File: config.mk
export PLATFORM = sky130hd
export DESIGN_NAME = zebra_frame_binarizer
export DESIGN_NICKNAME = d
export VERILOG_FILES = /design/src/rtl/zebra_frame_binarizer.sv
export SDC_FILE = /design/constraint.sdc
export NUM_CORES = 1
export LEC_CHECK = 0
export CORE_ASPECT_RATIO = 1.5
export CORE_MARGIN = 5
export CORE_UTILIZATION = 46
export DETAILED_ROUTE_END_ITERATION = 8
export PLACE_DENSITY = 0.71
export SYNTH_ARGS = -nofsm -noshare
export SYNTH_HDL_FRONTEND = slang
export SYNTH_SLANG_ARGS = --single-unit
File: constraint.sdc
create_clock -name clk -period 3.1 [get_ports clk]
set_clock_uncertainty 0.1 [all_clocks]
set_input_delay 0.31 -clock clk [delete_from_list [all_inputs] [get_ports clk]]
set_output_delay 0.31 -clock clk [all_outputs]
set_load 0.05 [all_outputs]
File: src/rtl/zebra_frame_binarizer.sv
// zebra_frame_binarizer: thresholds a raster-order grayscale stream into
// 2-bit codes (01 white, 00 black), writes them into the shared image BRAM
// and holds valid_to_read until the detector acknowledges the frame.
// Optional build macro BORDER_CLEAR_EN: outer border pixels are forced to
// black and left out of white_count.
module zebra_frame_binarizer #(
    parameter int IMG_WIDTH  = 640,
    parameter int IMG_HEIGHT = 480,
    parameter int PIXEL_W    = 8,
    parameter int THRESHOLD  = 128,
    localparam int TOTAL_PIXELS = IMG_WIDTH * IMG_HEIGHT,
    localparam int ADDR_W       = $clog2(TOTAL_PIXELS),
    localparam int CNT_W        = $clog2(TOTAL_PIXELS + 1)
) (
    input  logic               clk,
    input  logic               rst,
    input  logic               s_valid,
    output logic               s_ready,
    input  logic [PIXEL_W-1:0] s_data,
    input  logic               s_sof,
    output logic [ADDR_W-1:0]  bram_waddr,
    output logic [1:0]         bram_wdata,
    output logic               bram_we,
    output logic               valid_to_read,
    input  logic               detection_valid,
    output logic [CNT_W-1:0]   white_count,
    output logic               frame_error
);

    localparam logic [PIXEL_W:0]  THR_EXT  = (PIXEL_W + 1)'(THRESHOLD);
    localparam logic [CNT_W-1:0]  LAST_IDX = CNT_W'(TOTAL_PIXELS - 1);

    typedef enum logic [1:0] {
        IDLE,
        FILL,
        FLUSH,
        HANDOFF
    } state_t;

    state_t           state;
    logic [CNT_W-1:0] pix_cnt;
    logic             accept;
    logic             px_border;
    logic             px_white;

    assign accept   = s_valid && s_ready;
    assign px_white = ({1'b0, s_data} >= THR_EXT) && !px_border;

`ifdef BORDER_CLEAR_EN
    localparam int X_W = $clog2(IMG_WIDTH + 1);
    localparam int Y_W = $clog2(IMG_HEIGHT + 1);

    logic [X_W-1:0] x_cnt;
    logic [X_W-1:0] cur_x;
    logic [Y_W-1:0] y_cnt;
    logic [Y_W-1:0] cur_y;

    // Raster position of the pixel on the bus; a start-of-frame pixel is always (0,0)
    always_comb begin
        cur_x     = s_sof ? '0 : x_cnt;
        cur_y     = s_sof ? '0 : y_cnt;
        px_border = (cur_x == '0) || (cur_x == X_W'(IMG_WIDTH - 1)) ||
                    (cur_y == '0) || (cur_y == Y_W'(IMG_HEIGHT - 1));
    end

    // Advance the x/y position on every accepted pixel, wrapping at the row end
    always_ff @(posedge clk) begin
        if (rst) begin
            x_cnt <= '0;
            y_cnt <= '0;
        end else if (accept) begin
            if (cur_x == X_W'(IMG_WIDTH - 1)) begin
                x_cnt <= '0;
                y_cnt <= (cur_y == Y_W'(IMG_HEIGHT - 1)) ? '0 : cur_y + Y_W'(1);
            end else begin
                x_cnt <= cur_x + X_W'(1);
                y_cnt <= cur_y;
            end
        end
    end
`else
    assign px_border = 1'b0;
`endif

    // Frame FSM with registered handshake, BRAM write and handoff outputs
    always_ff @(posedge clk) begin
        if (rst) begin
            state         <= IDLE;
            pix_cnt       <= '0;
            s_ready       <= 1'b0;
            bram_we       <= 1'b0;
            bram_waddr    <= '0;
            bram_wdata    <= '0;
            valid_to_read <= 1'b0;
            white_count   <= '0;
            frame_error   <= 1'b0;
        end else begin
            bram_we     <= 1'b0;
            frame_error <= 1'b0;
            case (state)
                // IDLE and FILL share the start-of-frame path; only FILL reports it as an error
                IDLE, FILL: begin
                    s_ready <= 1'b1;
                    if (accept && s_sof) begin
                        frame_error <= (state == FILL);
                        bram_we     <= 1'b1;
                        bram_waddr  <= '0;
                        bram_wdata  <= {1'b0, px_white};
                        white_count <= CNT_W'(px_white);
                        pix_cnt     <= CNT_W'(1);
                        state       <= FILL;
                    end else if (accept && (state == FILL)) begin
                        bram_we     <= 1'b1;
                        bram_waddr  <= pix_cnt[ADDR_W-1:0];
                        bram_wdata  <= {1'b0, px_white};
                        white_count <= white_count + CNT_W'(px_white);
                        pix_cnt     <= pix_cnt + CNT_W'(1);
                        if (pix_cnt == LAST_IDX) begin
                            s_ready <= 1'b0;
                            state   <= FLUSH;
                        end
                    end
                end
                FLUSH: begin
                    valid_to_read <= 1'b1;
                    state         <= HANDOFF;
                end
                HANDOFF: begin
                    if (detection_valid) begin
                        valid_to_read <= 1'b0;
                        s_ready       <= 1'b1;
                        state         <= IDLE;
                    end
                end
                default: begin
                    s_ready <= 1'b0;
                    state   <= IDLE;
                end
            endcase
        end
    end

endmodule
-- After elaboration in Yosys (flattened, before gate mapping)
Index checks and enable logic that the tools add are counted.
- bits in registers: 65
- bits of input ports: 13
- output and inout bits: 44
- word-level logic and storage cells: 57
- $add $sub $neg: 2
- $lt $le $gt $ge: 1
- eq/ne operators: 7
- mux-type cells: 22
- bitwise gates (word level): 2
- reduce and logical (&&, ||, !) cells: 14
- operator list (operator ; number):
    19-bit two-way mux ; 6
    19-bit by 1-bit adder with 19-bit output ; 1
    19-bit by 1-bit adder with 19-bit output, second input constant ; 1
    19-bit equality test, second input constant ; 1
    2-bit two-way mux ; 6
    8-bit >= comparator, second input constant ; 1
    1-bit two-way mux ; 7
    3-bit != test, second input constant ; 2
    2-bit case mux with 3 select lines ; 1
    2-bit AND reduction ; 3
    2-bit nonzero test ; 3
    2-bit equality test, second input constant ; 2
    1-bit case mux with 2 select lines ; 2
    2-bit OR reduction ; 2
    1-bit logical AND ; 3
    3-bit AND reduction ; 1
    3-bit OR reduction ; 1
    2-bit by 1-bit equality test with 1-bit output, second input constant ; 1
    2-bit zero test ; 1
    2-bit != test, second input constant ; 1
    1-bit inverter ; 2

-- Longest topological paths before layout
Gate-level depths: netlist of the first run.
- word-level depth: 5
- mapped depth: 6

-- Worst setup path after synthesis of the first run
No wires, ideal clock.
- path kind: register to register
- start: reg white_count[0]
- end: reg white_count[13]
- setup time: 70 ps
- data arrival time: 2111 ps
- setup slack: 818 ps
- cell stages (with the launch flop): 7
- cells stage by stage: dfxtp_1 -> ha_1 -> nand3_1 -> or3_4 -> buf_6 -> or4_1 -> a21oi_1
- longest elaborated chain between the ends: 3
- RTL lines (what ; RTL line ; text):
    from (decl) ; 26 ; output logic [CNT_W-1:0] white_count,
    from (signal assigned) ; 109 ; white_count <= CNT_W'(px_white);
    from (signal assigned) ; 116 ; white_count <= white_count + CNT_W'(px_white);
    19-bit by 1-bit adder with 19-bit output ; 116 ;
    19-bit two-way mux ; 112 ; end else if (accept && (state == FILL)) begin
    19-bit two-way mux ; 104 ; if (accept && s_sof) begin
No other way between the ends. The select of a mux whose other input is x is not followed.
A chain may end at the register's enable or synchronous reset.

-- Final worst setup path of the first run
- start: in s_data[7]
- end: reg white_count[16]
- longest elaborated chain between the ends: 4
- RTL lines (what ; RTL line ; text):
    from (decl) ; 19 ; input logic [PIXEL_W-1:0] s_data,
    8-bit >= comparator ; 47 ; assign px_white = ({1'b0, s_data} >= THR_EXT) && !px_border;
    19-bit by 1-bit adder with 19-bit output ; 116 ;
    19-bit two-way mux ; 112 ;
    19-bit two-way mux ; 104 ;
No other way between the ends. The select of a mux whose other input is x is not followed.

==> results.cfg, run 1 <==
[run_status]
status = finished, final reports clean

[yosys]
synth_xor_area_frac = 0.0436
netlist_instances = 318
synthesis.area_um2 = 2810
synth_seq_cells = 64
synth_top_family_by_area = simple AND/OR/NAND/NOR gates
ys_types = 45
synth_warnings = 0
async_reset_ff_frac = 0
synthAdderAreaFrac = 0.0133
synth.avg_cell_area_um2 = 8.84
synth_nets = 334
synth_mux_area_frac = 0.00356
synth_compound_area_frac = 0.164
synth-seq-area-share = 0.456
yosys.area_share.simple = 0.281
synth_edf_count = 0
synth_ff_type = dfxtp_1

[clocking]
clkLatencyLatePin_ns = 0.34
cts.path.max_buffers = 2
clk_pin_slew_ns = 0.07
cts_hold_buffers = 0
clock-sinks = 64
root_buffer = clkbuf_8
numCtsBuffers = 9
cts_setup_buffers = 0
cts_resized = 0
htree_levels = 3
cts_tree = yes

[floorplan]
die_h_um = 106
core_area_um2 = 6040
io_pins = 57
dieArea_um2 = 7810
start_util = 0.465
row_count = 35
die_w_um = 73.8

[placed_design]
dp_hpwl_um = 4660
placed_cell_area_um2 = 3330
pre_cts_ws_ns = 0.541
dp.cells = 427
io_buffers = 48
gp_congestion = 0.844

[critical_path]
worstPathMaxFanout = 9
rr_startpoint = pix_cnt[0]
cpPeakStageDelay_ns = 0.51
worstSetupStartpoint = s_data[7]
critPathLaunchType = input pin
cp.arrival_ns = 2.41
crit_chain = clkdlybuf4s50_1, ha_1, ha_1, and4b_1, nand4_1, or4_1, a21oi_1
cp_data_required_time_ns = 3.27
slowest_stage = clkdlybuf4s50_1
crit_type = in -> reg
crit_path_frequent_cell = ha_1
end_kind = flip-flop

[global_routing]
grtUsageTotal = 0.178
overflow = 0
grt_max_degree = 34
antenna_found_initial = 0
grt_pass1_vias = 2352
grt_first_pass_wirelength_um = 10800

[power_and_ir_drop]
p_total_mw = 1.50
ir_drop_mv = 0.298
powerDensity_nw_per_um2 = 430
leakage_nw = 1.12

[drt]
routed_wl_um = 6600
drcViolationCount = 0
dr.pass1.iters = 4
final_antenna_net_count = 0
viasPerCell = 5.73
wl_per_cell_um = 15.0
drt_iter0_drc = 102
via_count = 2526

[sta]
hold_viol_final = 0
tns_ns = 0
period_share = 0.723
max_clock_freq_ghz = 0.446
setup_slack_ns = 0.857
report.final.slew_viol_count = 0
worst_pin_slew_ns = 0.650
timing.final.crit_period_ns = 2.24
rsz0062_at_grt = false
setup_viol = 0
slew_headroom = 0.567

[min_path]
min_from = bram_wdata[0]
hold_path_class = reg -> reg

[layout]
layout_common_cells = dfxtp_1, clkdlybuf4s50_1, nor2_1, a21oi_1
nets = 380
final_cells = 441
drive_gt1_frac = 0.0572
syn_to_final_growth_pct = 23.8
antennaDiodeCount = 0
layout_commonest_cell = dfxtp_1
fin_area_um2 = 3480

[job]
maxCapViolCount = 0
-- worst paths after layout --
path / slack (ns) / cells after the start / end
worst min register to register: 0.36 / 2 / bram_wdata[0]
worst max-delay path: 0.86 / 7 / white_count[16]
worst max register to register: 0.88 / 5 / s_ready
worst min-delay path: 0.36 / 2 / bram_wdata[0]
-- routing by layer --
layer	track usage	share of wire	wire, um	vias to the layer above
met5	0	0	0	-
met2	0.293	0.51	3390	56
met4	0.0907	0.020	131	0
met3	0.0515	0.049	323	10
li1	-	-	-	1261
met1	0.203	0.42	2760	1199
-- registers in the layout (all words and copies together) (netlist names) --
register	flops
bram_wdata	1
s_ready	1
valid_to_read	1
bram_we	1
pix_cnt	19
bram_waddr	19
state	2
frame_error	1
white_count	19
-- power by group --
part	total, mW	switching, mW	internal (mW)
Clock	0.593	0.291	0.302
Sequential	0.833	0.00629	0.826
Combinational	0.0712	0.0493	0.0219
Total	1.50	0.346	1.15
-- metrics by stage --
| step | hold slack (ns) | util |
|---|---|---|
| 2_1_floorplan | 0.346 | - |
| 3_3_place_gp | 0.347 | 0.551 |
| 3_5_place_dp | 0.355 | 0.551 |
| 4_1_cts | 0.365 | 0.576 |
| 5_1_grt | 0.387 | 0.576 |
| 6_report | 0.359 | 0.576 |
-- cell usage after synthesis (2+ instances only) --
library cell / instances / area, um^2
nand3b_1: 2 / 15.0
nor3_1: 4 / 20.0
nand4_1: 12 / 75.1
buf_2: 4 / 20.0
nor2_1: 43 / 161
nor4_1: 4 / 25.0
ha_1: 3 / 37.5
and4_1: 6 / 52.6
or4_1: 12 / 90.1
xnor2_1: 9 / 78.8
buf_4: 2 / 15.0
nand2_1: 21 / 78.8
and2_1: 2 / 12.5
a22oi_1: 21 / 158
or3_1: 9 / 56.3
and4b_1: 3 / 30.0
o21ai_0: 7 / 35.0
a211oi_1: 2 / 15.0
inv_1: 3 / 11.3
nor3b_1: 2 / 15.0
buf_6: 2 / 22.5
dfxtp_1: 64 / 1280
o21a_1: 3 / 22.5
a21oi_1: 22 / 110
clkbuf_1: 10 / 37.5
nand3_1: 13 / 65.1
xor2_1: 5 / 43.8
nor2b_1: 2 / 12.5
o31ai_1: 10 / 75.1
-- cell families (layout without fill, tap and decap cells) --
kind of cell	after synthesis	after routing
AOI/OAI and AO/OA	70	70
xor gates and xnor gates	14	14
adders and majority gates	3	3
buffers and inverters	21	70
DFF	64	64
muxes	1	1
other	1	1
and+or+nand+nor	144	144
-- worst max-delay path, delay by kind of cell --
| kind | cells | cell delay, ns |
|---|---|---|
| AOI/OAI and AO/OA | 1 | 0.15 |
| adders and majority gates | 2 | 0.35 |
| buffers and inverters | 1 | 0.51 |
| and+or+nand+nor | 3 | 1.08 |
-- area by class of cell --
| class | instances | area, um^2 |
|---|---|---|
| Fill cell | 574 | 2560 |
| Multi-Input combinational cell | 233 | 1430 |
| Sequential cell | 64 | 1280 |
| Timing Repair Buffer | 53 | 518 |
| Clock buffer | 13 | 149 |
| Tap cell | 74 | 92.6 |
| Inverter | 3 | 11.3 |
| Clock inverter | 1 | 5.00 |
Note: power is estimated with default switching activity, not from simulation.
==> run 2, diff against run 1 <==
--- a/config.mk
+++ b/config.mk
@@ -9,7 +9,7 @@
 export CORE_MARGIN = 5
 export CORE_UTILIZATION = 46
 export DETAILED_ROUTE_END_ITERATION = 8
-export PLACE_DENSITY = 0.71
+export PLACE_DENSITY = 0.74
 export SYNTH_ARGS = -nofsm -noshare
 export SYNTH_HDL_FRONTEND = slang
 export SYNTH_SLANG_ARGS = --single-unit
==> constraint.sdc (replaced) <==
create_clock -name clk -period 2 [get_ports clk]
set_clock_uncertainty 0.1 [all_clocks]
set_input_delay 0.2 -clock clk [delete_from_list [all_inputs] [get_ports clk]]
set_output_delay 0.2 -clock clk [all_outputs]
set_load 0.05 [all_outputs]
==> run 2 against run 1 <==
Global-route usage increased by 0.87 points. First-iteration DRC count up 17%. Count of clock-buffer cells in the layout increased by 1. Sequential power up 55%. Sequential share of layout area fell by 2.2 points. Setup slack worse by 0.81 ns. Critical path depth shrank 2. Die area unchanged. Cell count rose by 6.8%. Combinational power grew 95%. Non-clock buffer count is 29 higher.
==> results.cfg, run 2 (same netlist as run 1, synthesis figures left out) <==
[sta]
report.final.slew_viol_count = 0
period_share = 0.976
setup_viol = 0
hold_viol_final = 0
worst_pin_slew_ns = 0.506
slew_headroom = 0.661
timing.final.crit_period_ns = 1.95
setup_slack_ns = 0.0478
tns_ns = 0
max_clock_freq_ghz = 0.512

[floorplan]
die_w_um = 73.8
core_area_um2 = 6040
start_util = 0.465
dieArea_um2 = 7810
die_h_um = 106
io_pins = 57
row_count = 35

[global_routing]
grt_pass1_vias = 2646
overflow = 0
grt_max_degree = 22
antenna_found_initial = 0
grt_first_pass_wirelength_um = 11600
grtUsageTotal = 0.186

[clocking]
htree_levels = 3
root_buffer = clkbuf_8
numCtsBuffers = 9
clkLatencyLatePin_ns = 0.33
cts_setup_buffers = 0
clk_pin_slew_ns = 0.07
cts_hold_buffers = 0
cts_tree = yes
clock-sinks = 64
cts.path.max_buffers = 2

[drt]
viasPerCell = 5.64
dr.pass1.iters = 4
wl_per_cell_um = 14.7
routed_wl_um = 6920
via_count = 2658
drt_iter0_drc = 119
drcViolationCount = 0
final_antenna_net_count = 0

[layout]
nets = 409
top_regs = bram_waddr: 19 flops, pix_cnt: 19 flops, white_count: 19 flops
fillers = 569
final_util = 0.624
layout_common_cells = dfxtp_1, clkdlybuf4s50_1, nor2_1, buf_4
antennaDiodeCount = 0
syn_to_final_growth_pct = 34.1
final_cells = 471
drive_gt1_frac = 0.184

[min_path]
min_to = bram_wdata[0]
min_from = bram_wdata[0]
hold_path_class = reg -> reg
whs_path_depth = 2

[critical_path]
rr_startpoint = pix_cnt[0]
worstRegToRegCells = 5
end_kind = flip-flop
timing.rr.end = s_ready
critPathLaunchType = flip-flop
reg2reg_slack_ns = 0.05
worstSetupStartpoint = pix_cnt[0]
cp_data_required_time_ns = 2.11
crit_type = reg -> reg
cp.arrival_ns = 2.06
worstPathMaxFanout = 4

[power_and_ir_drop]
p_total_mw = 2.38
leakage_nw = 1.28
ir_drop_mv = 0.679
powerDensity_nw_per_um2 = 632

[placed_design]
gp_congestion = 0.921
dp_hpwl_um = 5180
pre_cts_ws_ns = -0.215
io_buffers = 48
dp.cells = 456

[job]
maxCapViolCount = 0

[run_status]
status = finished, final reports clean
==> run 2: changes by cell type in the layout (fill, tap and decap cells not counted) <==
cell,previous run,this run
ha_1,3,1
buf_12,0,1
clkbuf_8,10,11
or4_4,0,1
a21oi_2,0,2
or3_4,1,2
dfxtp_4,0,2
dfxtp_1,64,48
or4_1,12,11
ha_2,0,2
or3_1,9,8
a21oi_1,22,20
dfxtp_2,0,14
buf_4,5,33
==> run 2: through the flow <==
stage	cell area, um^2	hold WS [ns]
5_1_grt	3770	0.390
6_report	3770	0.368
4_1_cts	3750	0.371
3_3_place_gp	3580	0.349
2_1_floorplan	2840	0.236
3_5_place_dp	3580	0.361
==> run 2: how the worst max path moves through the flow <==
| stage | to | slack [ns] | depth (start not counted) |
|---|---|---|---|
| 2_1_floorplan | white_count[16] | 0.001 | 6 |
| 3_3_place_gp | white_count[11] | -0.18 | 6 |
| 3_5_place_dp | white_count[13] | -0.21 | 6 |
| 4_1_cts | s_ready | 0.008 | 5 |
| 5_1_grt | white_count[10] | -0.05 | 9 |
| 6_report | s_ready | 0.05 | 5 |
==> run 2: repair_timing <==
| item | in CTS | in global routing |
|---|---|---|
| gates resized for setup | 1 | 6 |
| endpoints found under the setup margin | 1 | 4 |
| pin swaps | 0 | 2 |
==> run 2: final cells by class <==
class / instances / area, um^2 / area share
clock buffers: 14 / 163 / 0.0431
clock inverters: 1 / 5.00 / 0.00133
inverters: 3 / 11.3 / 0.00299
multi-input cells: 233 / 1450 / 0.383
flip-flops and latches: 64 / 1310 / 0.346
well taps: 74 / 92.6 / 0.0245
repair buffers: 82 / 748 / 0.198
==> run 2: worst max-delay path, stage by stage (launching register included) <==
cell and delay, ns:
dfxtp_2 0.33, ha_2 0.18, nand4_1 0.12, or4_4 0.58
or3_4 0.38, nor3b_1 0.14
==> run 2: where the power goes <==
group          internal [mW]  switching [mW]  total (mW)
combinational         0.0544          0.0843       0.139
sequential              1.28         0.00718        1.29
clock                  0.511           0.449       0.959
==> run 2: layer usage <==
| layer | track usage | wire, um |
|---|---|---|
| met1 | 0.196 | 2770 |
| met5 | 0 | 0 |
| met3 | 0.0429 | 271 |
| met4 | 0.104 | 244 |
| met2 | 0.328 | 3630 |
==> run 3, diff against run 2 <==
--- a/config.mk
+++ b/config.mk
@@ -5,6 +5,7 @@
 export SDC_FILE = /design/constraint.sdc
 export NUM_CORES = 1
 export LEC_CHECK = 0
+export ABC_CLOCK_PERIOD_IN_PS = 2000
 export CORE_ASPECT_RATIO = 1.5
 export CORE_MARGIN = 5
 export CORE_UTILIZATION = 46
==> results of run 3 <==
The final DEF is identical to that of run 2; final timing and power are the same.
